[config.mk]
export PLATFORM = sky130hd
export DESIGN_NAME = uart_stream_fifo
export DESIGN_NICKNAME = d
export VERILOG_FILES = /design/src/rtl/uart_pkg.sv /design/src/rtl/uart_sync_fifo.sv /design/src/rtl/uart_stream_fifo.sv
export SDC_FILE = /design/constraint.sdc
export NUM_CORES = 1
export LEC_CHECK = 0
export ABC_AREA = 1
export ABC_CLOCK_PERIOD_IN_PS = 5100
export CORE_ASPECT_RATIO = 1.1
export CORE_MARGIN = 2
export CORE_UTILIZATION = 55
export DETAILED_ROUTE_END_ITERATION = 16
export GPL_ROUTABILITY_DRIVEN = 0
export PLACE_DENSITY_LB_ADDON = 0.1
export SETUP_SLACK_MARGIN = 0.05
export SLEW_MARGIN = 20
export SYNTH_ARGS = -nofsm -noshare
export SYNTH_HDL_FRONTEND = slang
export SYNTH_SLANG_ARGS = --single-unit
[constraint.sdc]
create_clock -name clk -period 5.1 [get_ports clk]
set_clock_uncertainty 0.2 [all_clocks]
set_input_delay 1.02 -clock clk [delete_from_list [all_inputs] [get_ports clk]]
set_output_delay 1.02 -clock clk [all_outputs]
set_load 0.03 [all_outputs]
[src/rtl/uart_pkg.sv]
// uart_pkg: shared FSM encoding and bit-timing helper for the UART stream FIFO
package uart_pkg;
  typedef enum logic [1:0] {IDLE, START, DATA, STOP} state_t;
  function automatic int cycles_per_bit(input int clk_hz, input int bit_rate);
    return clk_hz / bit_rate;
  endfunction
endpackage

[src/rtl/uart_sync_fifo.sv]
// uart_sync_fifo: synchronous FIFO with extra-MSB pointers and a registered head
module uart_sync_fifo #(
  parameter int WIDTH = 8,
  parameter int DEPTH = 16
) (
  input  logic                     clk,
  input  logic                     reset,
  input  logic                     i_push,
  input  logic [WIDTH-1:0]         i_data,
  input  logic                     i_pop,
  output logic [WIDTH-1:0]         o_data,
  output logic                     o_full,
  output logic                     o_empty,
  output logic [$clog2(DEPTH):0]   o_level
);
  localparam int AW = $clog2(DEPTH);
  logic [WIDTH-1:0] r_mem [DEPTH];
  logic [AW:0] r_wr, r_rd, w_rd_n;
  logic w_pop, w_push;
  assign o_level = r_wr - r_rd;
  assign o_empty = o_level == '0;
  assign o_full = o_level[AW];
  assign w_pop = i_pop && !o_empty;
  assign w_push = i_push && (!o_full || w_pop);
  assign w_rd_n = r_rd + {{AW{1'b0}}, w_pop};
  // storage array; a pop in the same cycle frees the slot a full-FIFO push reuses
  always_ff @(posedge clk)
    if (w_push) r_mem[r_wr[AW-1:0]] <= i_data;
  // pointers and registered head; a push into the slot that becomes head bypasses the array
  always_ff @(posedge clk) begin
    if (reset) begin
      r_wr <= '0;
      r_rd <= '0;
      o_data <= '0;
    end else begin
      r_wr <= r_wr + {{AW{1'b0}}, w_push};
      r_rd <= w_rd_n;
      o_data <= (w_push && r_wr[AW-1:0] == w_rd_n[AW-1:0]) ? i_data : r_mem[w_rd_n[AW-1:0]];
    end
  end
endmodule

[src/rtl/uart_stream_fifo.sv]
// uart_stream_fifo: buffered full-duplex UART with valid/ready streams and error reporting
module uart_stream_fifo
  import uart_pkg::*;
#(
  parameter int CLK_HZ = 100000000,
  parameter int BIT_RATE = 115200,
  parameter int PAYLOAD_BITS = 8,
  parameter int STOP_BITS = 1,
  parameter int FIFO_DEPTH = 16
) (
  input  logic                            clk,
  input  logic                            reset,
  input  logic                            uart_rxd,
  output logic                            uart_txd,
  input  logic [PAYLOAD_BITS-1:0]         s_tdata,
  input  logic                            s_tvalid,
  output logic                            s_tready,
  output logic [PAYLOAD_BITS-1:0]         m_tdata,
  output logic                            m_tvalid,
  input  logic                            m_tready,
  input  logic                            clear_err,
  output logic                            rx_overflow,
  output logic                            rx_frame_err,
  output logic                            rx_break,
  output logic                            tx_busy,
  output logic [$clog2(FIFO_DEPTH):0]     rx_level,
  output logic [$clog2(FIFO_DEPTH):0]     tx_level
);
  localparam int CPB = cycles_per_bit(CLK_HZ, BIT_RATE);
  localparam int CW = $clog2(CPB);
  localparam logic [CW-1:0] BIT_END = CW'(CPB - 1);
  localparam logic [CW-1:0] HALF_END = CW'(CPB / 2 - 1);
  logic r_rxd_s1, r_rxd_s2, r_rxd_prev;
  state_t r_rx_state, w_rx_state_n, r_tx_state, w_tx_state_n;
  logic [CW-1:0] r_rx_cnt, w_rx_cnt_n, r_tx_cnt, w_tx_cnt_n;
  logic [3:0] r_rx_bit, w_rx_bit_n, r_tx_bit, w_tx_bit_n;
  logic [PAYLOAD_BITS-1:0] r_rx_shift, w_rx_shift_n, r_tx_shift, w_tx_shift_n, w_tx_head;
  logic r_rx_hold, w_rx_hold_n, r_rx_push, w_rx_push_n, r_rx_brk, w_rx_brk_n, w_rx_ferr;
  logic r_txd, w_txd_n, w_tx_pop, w_tx_end;
  logic r_ovf, r_ferr, w_rx_full, w_rx_empty, w_rx_pop, w_rx_drop, w_tx_full, w_tx_empty;
  uart_sync_fifo #(.WIDTH(PAYLOAD_BITS), .DEPTH(FIFO_DEPTH)) u_rx_fifo (
    .clk(clk), .reset(reset), .i_push(r_rx_push), .i_data(r_rx_shift), .i_pop(w_rx_pop),
    .o_data(m_tdata), .o_full(w_rx_full), .o_empty(w_rx_empty), .o_level(rx_level)
  );
  uart_sync_fifo #(.WIDTH(PAYLOAD_BITS), .DEPTH(FIFO_DEPTH)) u_tx_fifo (
    .clk(clk), .reset(reset), .i_push(s_tvalid && s_tready), .i_data(s_tdata), .i_pop(w_tx_pop),
    .o_data(w_tx_head), .o_full(w_tx_full), .o_empty(w_tx_empty), .o_level(tx_level)
  );
  assign m_tvalid = !w_rx_empty;
  assign w_rx_pop = m_tready && !w_rx_empty;
  assign w_rx_drop = r_rx_push && w_rx_full && !w_rx_pop;
  assign s_tready = !w_tx_full;
  assign uart_txd = r_txd;
  assign tx_busy = (r_tx_state != IDLE) || !w_tx_empty;
  assign rx_overflow = r_ovf;
  assign rx_frame_err = r_ferr;
  assign rx_break = r_rx_brk;
  // two-flop synchroniser plus one delayed copy for falling-edge detection
  always_ff @(posedge clk)
    if (reset) {r_rxd_s1, r_rxd_s2, r_rxd_prev} <= '1;
    else {r_rxd_s1, r_rxd_s2, r_rxd_prev} <= {uart_rxd, r_rxd_s1, r_rxd_s2};
  // RX next state: mid-bit sampling; a break holds in STOP until the line recovers
  always_comb begin
    w_rx_state_n = r_rx_state;
    w_rx_cnt_n = r_rx_cnt + 1'b1;
    w_rx_bit_n = r_rx_bit;
    w_rx_shift_n = r_rx_shift;
    w_rx_hold_n = r_rx_hold;
    w_rx_push_n = 1'b0;
    w_rx_brk_n = 1'b0;
    w_rx_ferr = 1'b0;
    case (r_rx_state)
      IDLE: begin
        w_rx_cnt_n = '0;
        if (r_rxd_prev && !r_rxd_s2) w_rx_state_n = START;
      end
      START: if (r_rx_cnt == HALF_END) begin
        w_rx_cnt_n = '0;
        w_rx_bit_n = '0;
        w_rx_state_n = r_rxd_s2 ? IDLE : DATA;
      end
      DATA: if (r_rx_cnt == BIT_END) begin
        w_rx_cnt_n = '0;
        w_rx_shift_n = {r_rxd_s2, r_rx_shift[PAYLOAD_BITS-1:1]};
        w_rx_bit_n = r_rx_bit + 1'b1;
        if (r_rx_bit == 4'(PAYLOAD_BITS - 1)) w_rx_state_n = STOP;
      end
      STOP: if (r_rx_hold) begin
        w_rx_cnt_n = '0;
        if (r_rxd_s2) begin
          w_rx_hold_n = 1'b0;
          w_rx_state_n = IDLE;
        end
      end else if (r_rx_cnt == BIT_END) begin
        w_rx_cnt_n = '0;
        if (r_rxd_s2) begin
          w_rx_push_n = 1'b1;
          w_rx_state_n = IDLE;
        end else if (r_rx_shift == '0) begin
          w_rx_brk_n = 1'b1;
          w_rx_hold_n = 1'b1;
        end else begin
          w_rx_ferr = 1'b1;
          w_rx_state_n = IDLE;
        end
      end
      default: w_rx_state_n = IDLE;
    endcase
  end
  // TX next state: pop on start, LSB first, chain straight into the next frame
  always_comb begin
    w_tx_state_n = r_tx_state;
    w_tx_cnt_n = r_tx_cnt + 1'b1;
    w_tx_bit_n = r_tx_bit;
    w_tx_shift_n = r_tx_shift;
    w_txd_n = r_txd;
    w_tx_pop = 1'b0;
    w_tx_end = r_tx_cnt == BIT_END;
    case (r_tx_state)
      IDLE: begin
        w_tx_cnt_n = '0;
        if (!w_tx_empty) begin
          w_tx_pop = 1'b1;
          w_tx_state_n = START;
          w_tx_shift_n = w_tx_head;
          w_txd_n = 1'b0;
        end
      end
      START: if (w_tx_end) begin
        w_tx_cnt_n = '0;
        w_tx_bit_n = '0;
        w_tx_state_n = DATA;
        w_txd_n = r_tx_shift[0];
      end
      DATA: if (w_tx_end) begin
        w_tx_cnt_n = '0;
        if (r_tx_bit == 4'(PAYLOAD_BITS - 1)) begin
          w_tx_bit_n = '0;
          w_tx_state_n = STOP;
          w_txd_n = 1'b1;
        end else begin
          w_tx_bit_n = r_tx_bit + 1'b1;
          w_tx_shift_n = r_tx_shift >> 1;
          w_txd_n = r_tx_shift[1];
        end
      end
      STOP: if (w_tx_end) begin
        w_tx_cnt_n = '0;
        if (r_tx_bit == 4'(STOP_BITS - 1)) begin
          w_tx_bit_n = '0;
          if (!w_tx_empty) begin
            w_tx_pop = 1'b1;
            w_tx_state_n = START;
            w_tx_shift_n = w_tx_head;
            w_txd_n = 1'b0;
          end else w_tx_state_n = IDLE;
        end else w_tx_bit_n = r_tx_bit + 1'b1;
      end
      default: w_tx_state_n = IDLE;
    endcase
  end
  // state and datapath registers; error events beat a simultaneous clear
  always_ff @(posedge clk) begin
    if (reset) begin
      r_rx_state <= IDLE;
      r_rx_cnt <= '0;
      r_rx_bit <= '0;
      r_rx_shift <= '0;
      r_rx_hold <= 1'b0;
      r_rx_push <= 1'b0;
      r_rx_brk <= 1'b0;
      r_tx_state <= IDLE;
      r_tx_cnt <= '0;
      r_tx_bit <= '0;
      r_tx_shift <= '0;
      r_txd <= 1'b1;
      r_ovf <= 1'b0;
      r_ferr <= 1'b0;
    end else begin
      r_rx_state <= w_rx_state_n;
      r_rx_cnt <= w_rx_cnt_n;
      r_rx_bit <= w_rx_bit_n;
      r_rx_shift <= w_rx_shift_n;
      r_rx_hold <= w_rx_hold_n;
      r_rx_push <= w_rx_push_n;
      r_rx_brk <= w_rx_brk_n;
      r_tx_state <= w_tx_state_n;
      r_tx_cnt <= w_tx_cnt_n;
      r_tx_bit <= w_tx_bit_n;
      r_tx_shift <= w_tx_shift_n;
      r_txd <= w_txd_n;
      r_ovf <= w_rx_drop || (r_ovf && !clear_err);
      r_ferr <= w_rx_ferr || (r_ferr && !clear_err);
    end
  end
endmodule

==> flow_metrics.py <==
metrics = {
    "outcome": {
        "outcome": "complete, no violations",
    },
    "clock_tree": {
        "cts.sinks": 349,
        "cts_tree": "built",
        "cts.clk_slew.worst_paths_ns": 0.06,
        "cts_buffers": 36,
        "cts_buffer_depth": 3,
        "cts_setup_buffers": 0,
        "holdBufCountCts": 0,
        "postCtsResizedCells": 0,
        "cts_root_buf": "clkbuf_16",
        "cts-htree-levels": 2,
        "clk_latency_ns": 0.51,
    },
    "synthesis": {
        "ys_types": 44,
        "synth-edff-count": 256,
        "synth_nets": 1403,
        "synth.largest_area_cell": "edfxtp_1",
        "async_reset_ff_share_pct": 0,
        "synthTopCellsByArea": "edfxtp_1, dfxtp_1, nor2_1",
        "ys_warn_count": 0,
        "synthFlopType": "edfxtp_1",
        "synth.cell_area_um2": 14600,
        "yosys.area.top_type_share_pct": 52.5,
        "yosys_register_bits": 349,
        "avgSynthCellArea_um2": 10.8,
        "syn_inst": 1359,
        "synth_seq_area_share_pct": 65.3,
    },
    "critical_path": {
        "max_stage_delay_ns": 0.70,
        "end_kind": "primary output",
        "cpMostUsedCell": "inv_1",
        "required_ns": 3.88,
        "crit_arrival_ns": 3.13,
        "cp_max_fo": 5,
        "slowest_stage": "clkdlybuf4s50_1",
        "start_kind": "register",
        "crit_type": "reg -> out",
        "crit_path_cell_trace": "inv_1, ha_1, fa_1, nand3b_1, nand2_1, xor2_1, inv_1, nand3_1, clkdlybuf4s50_1",
    },
    "route": {
        "firstDrtPassIters": 6,
        "drt_wl_total_um": 32600,
        "vias": 9937,
        "wire_per_inst_um": 18.4,
        "route.antenna.remaining_nets": 0,
        "via_per_inst": 5.62,
        "dr.first_iter.drc_count": 728,
        "drc_errors": 0,
    },
    "grt": {
        "grt_antenna_before_repair": 0,
        "grt_usage_pct": 23.5,
        "grt_overflow_total": 0,
        "first_global_vias": 9646,
        "grt_start_max_net_pins": 66,
        "grt_pass1_wl_um": 51500,
    },
    "timing": {
        "period_share_pct": 85.3,
        "setup_slack_ns": 0.747,
        "tightest_slew_ns": 0.845,
        "setup_violations": 0,
        "hold_violations": 0,
        "max_freq_mhz": 230,
        "fin_crit_ns": 4.35,
        "finalSetupTns_ns": 0,
        "finalMaxSlewViolations": 0,
        "slew_headroom_pct": 43.5,
        "rsz0062_at_grt": "no",
    },
    "pwr": {
        "p_comb_share_pct": 40.6,
        "p_per_area_nw_per_um2": 578,
        "finalPower_mw": 9.47,
        "p_int_mw": 5.75,
        "power_switching_mw": 3.72,
        "p_sw_share_pct": 39.3,
        "peakVddDrop_mv": 0.396,
        "seq_power_share_pct": 34.7,
        "clockPowerShare_pct": 24.7,
        "p_leak_nw": 5.95,
    },
    "floorplan": {
        "io_pins": 39,
        "initial_core_util_pct": 56.0,
        "coreArea_um2": 26100,
        "die-area_um2": 27900,
        "die_h_um": 175,
        "num_rows": 62,
        "die_width_um": 160,
    },
    "placement": {
        "io_buffer_count": 38,
        "dp_cells": 1705,
        "place_worst_setup_slack_ns": 0.798,
        "dpl_cell_area_um2": 15300,
        "dp_hpwl_um": 20900,
    },
    "layout": {
        "final_cells": 1769,
        "multi_input_comb_area_um2": 4490,
        "fill_cells": 2140,
        "nets": 1435,
        "fin_area_um2": 16400,
        "n_antenna_cell": 0,
        "drive_above_1_share_pct": 6.42,
        "register_area_um2": 9550,
        "syn2layout_area_growth_pct": 11.9,
    },
    "min_path": {
        "min_path_type": "reg -> reg",
    },
    "run": {
        "drv_cap": 0,
    },
}
==> worst paths after layout <==
path / slack [ns] / cells past startpoint / to / from
max: 0.75 / 9 / m_tvalid / u_rx_fifo.r_wr[0]$_SDFF_PP0_
min: 0.22 / 1 / r_rxd_s2$_SDFF_PP1_ / r_rxd_s1$_SDFF_PP1_
max reg2reg: 0.75 / 19 / u_rx_fifo.o_data[0]$_SDFF_PP0_ / u_rx_fifo.r_wr[0]$_SDFF_PP0_
min reg2reg: 0.22 / 1 / r_rxd_s2$_SDFF_PP1_ / r_rxd_s1$_SDFF_PP1_
==> per-layer routing <==
metal  track usage (%)  wire length, um  vias up
met3              3.06             1480       68
met4              8.03             1010        0
met5                 0                0        -
li1                  -                -     4857
met2              41.0            16100      255
met1              30.3            14000     4757
==> kinds of logic after synthesis <==
| kind of cell | count (synthesis) | synth area share, % |
|---|---|---|
| and+or+nand+nor | 530 | 15.3 |
| DFF | 349 | 65.3 |
| AOI/OAI and AO/OA | 275 | 11.3 |
| buffers and inverters | 152 | 4.05 |
| adders and majority gates | 30 | 2.67 |
| xor gates and xnor gates | 23 | 1.48 |
==> placed cells by master (no fill, tap or decap), types with 2 or more instances in the layout <==
master           instances
and2_1                   2
clkbuf_1                13
o211ai_1                 4
inv_2                    4
clkbuf_16               37
buf_4                   16
dfxtp_1                 93
clkinv_1                12
o22ai_1                  2
fa_1                     2
nor3b_1                  2
clkinvlp_4               2
nor2_2                  17
a211oi_1                 4
nand4_1                  7
a21oi_1                 44
nor3_1                   8
xnor2_1                  8
o21ai_0                154
clkinv_2                 2
nand3b_1                 2
o21a_1                   2
clkdlybuf4s50_1         38
edfxtp_1               256
inv_1                   85
or2_2                    6
ha_1                    28
o221ai_1                60
nor2_1                 238
xor2_1                  13
nand2_1                149
nand3_1                 93
==> flip-flops by register name, indices dropped and copies added (netlist names), 5 cells and up, named ones only <==
signal	count
u_tx_fifo.r_mem	128
u_rx_fifo.r_mem	128
u_rx_fifo.o_data	8
r_tx_shift	8
r_rx_shift	8
u_tx_fifo.r_wr	5
u_rx_fifo.r_rd	5
u_tx_fifo.o_data	8
u_tx_fifo.r_rd	5
u_rx_fifo.r_wr	5
r_rx_cnt	10
r_tx_cnt	10
==> metrics by stage <==
stage               util [%]  hold WS (ns)
floorplan                  -         0.189
global placement        58.7         0.198
detailed placement      58.7         0.202
CTS                     62.6         0.215
global route            62.6         0.227
finish                  62.6         0.217
==> cell usage after synthesis (2+ instances only) <==
cell type	n
edfxtp_1	256
nor2_1	238
o21ai_0	154
nand2_1	149
dfxtp_1	93
nand3_1	93
inv_1	85
o221ai_1	60
clkbuf_1	51
a21oi_1	44
ha_1	28
nor2_2	17
xor2_1	13
nor3_1	8
xnor2_1	8
nand4_1	7
buf_2	6
or2_2	6
a211oi_1	4
inv_2	4
o211ai_1	4
and2_1	2
buf_4	2
clkinv_1	2
fa_1	2
nand3b_1	2
nor3b_1	2
o21a_1	2
o22ai_1	2
==> power groups by stage <==
stage	clock network (mW)	logic [mW]	registers, mW
after global routing	2.49	4.27	3.30
after floorplan	0	2.66	3.37
after CTS	2.38	3.85	3.28
final	2.34	3.84	3.28
after detailed placement	0	3.83	3.34
after global placement	0	3.78	3.34
==> cell type report <==
cell class	instances	share of cell area, %
Clock buffer	50	5.95
Tap cell	352	2.69
Clock inverter	14	0.382
Sequential cell	349	58.3
Multi-Input combinational cell	858	27.4
Timing Repair Buffer	55	3.18
Inverter	91	2.09
==> worst max-delay path: cells and delay by family (launching register included) <==
kind                       cells  cell delay, ns
and+or+nand+nor                3            0.36
adders and majority gates      2            0.67
xor gates and xnor gates       1            0.29
buffers and inverters          3            0.90
DFF                            1            0.39
No activity file was read; power rests on OpenSTA's default activity.
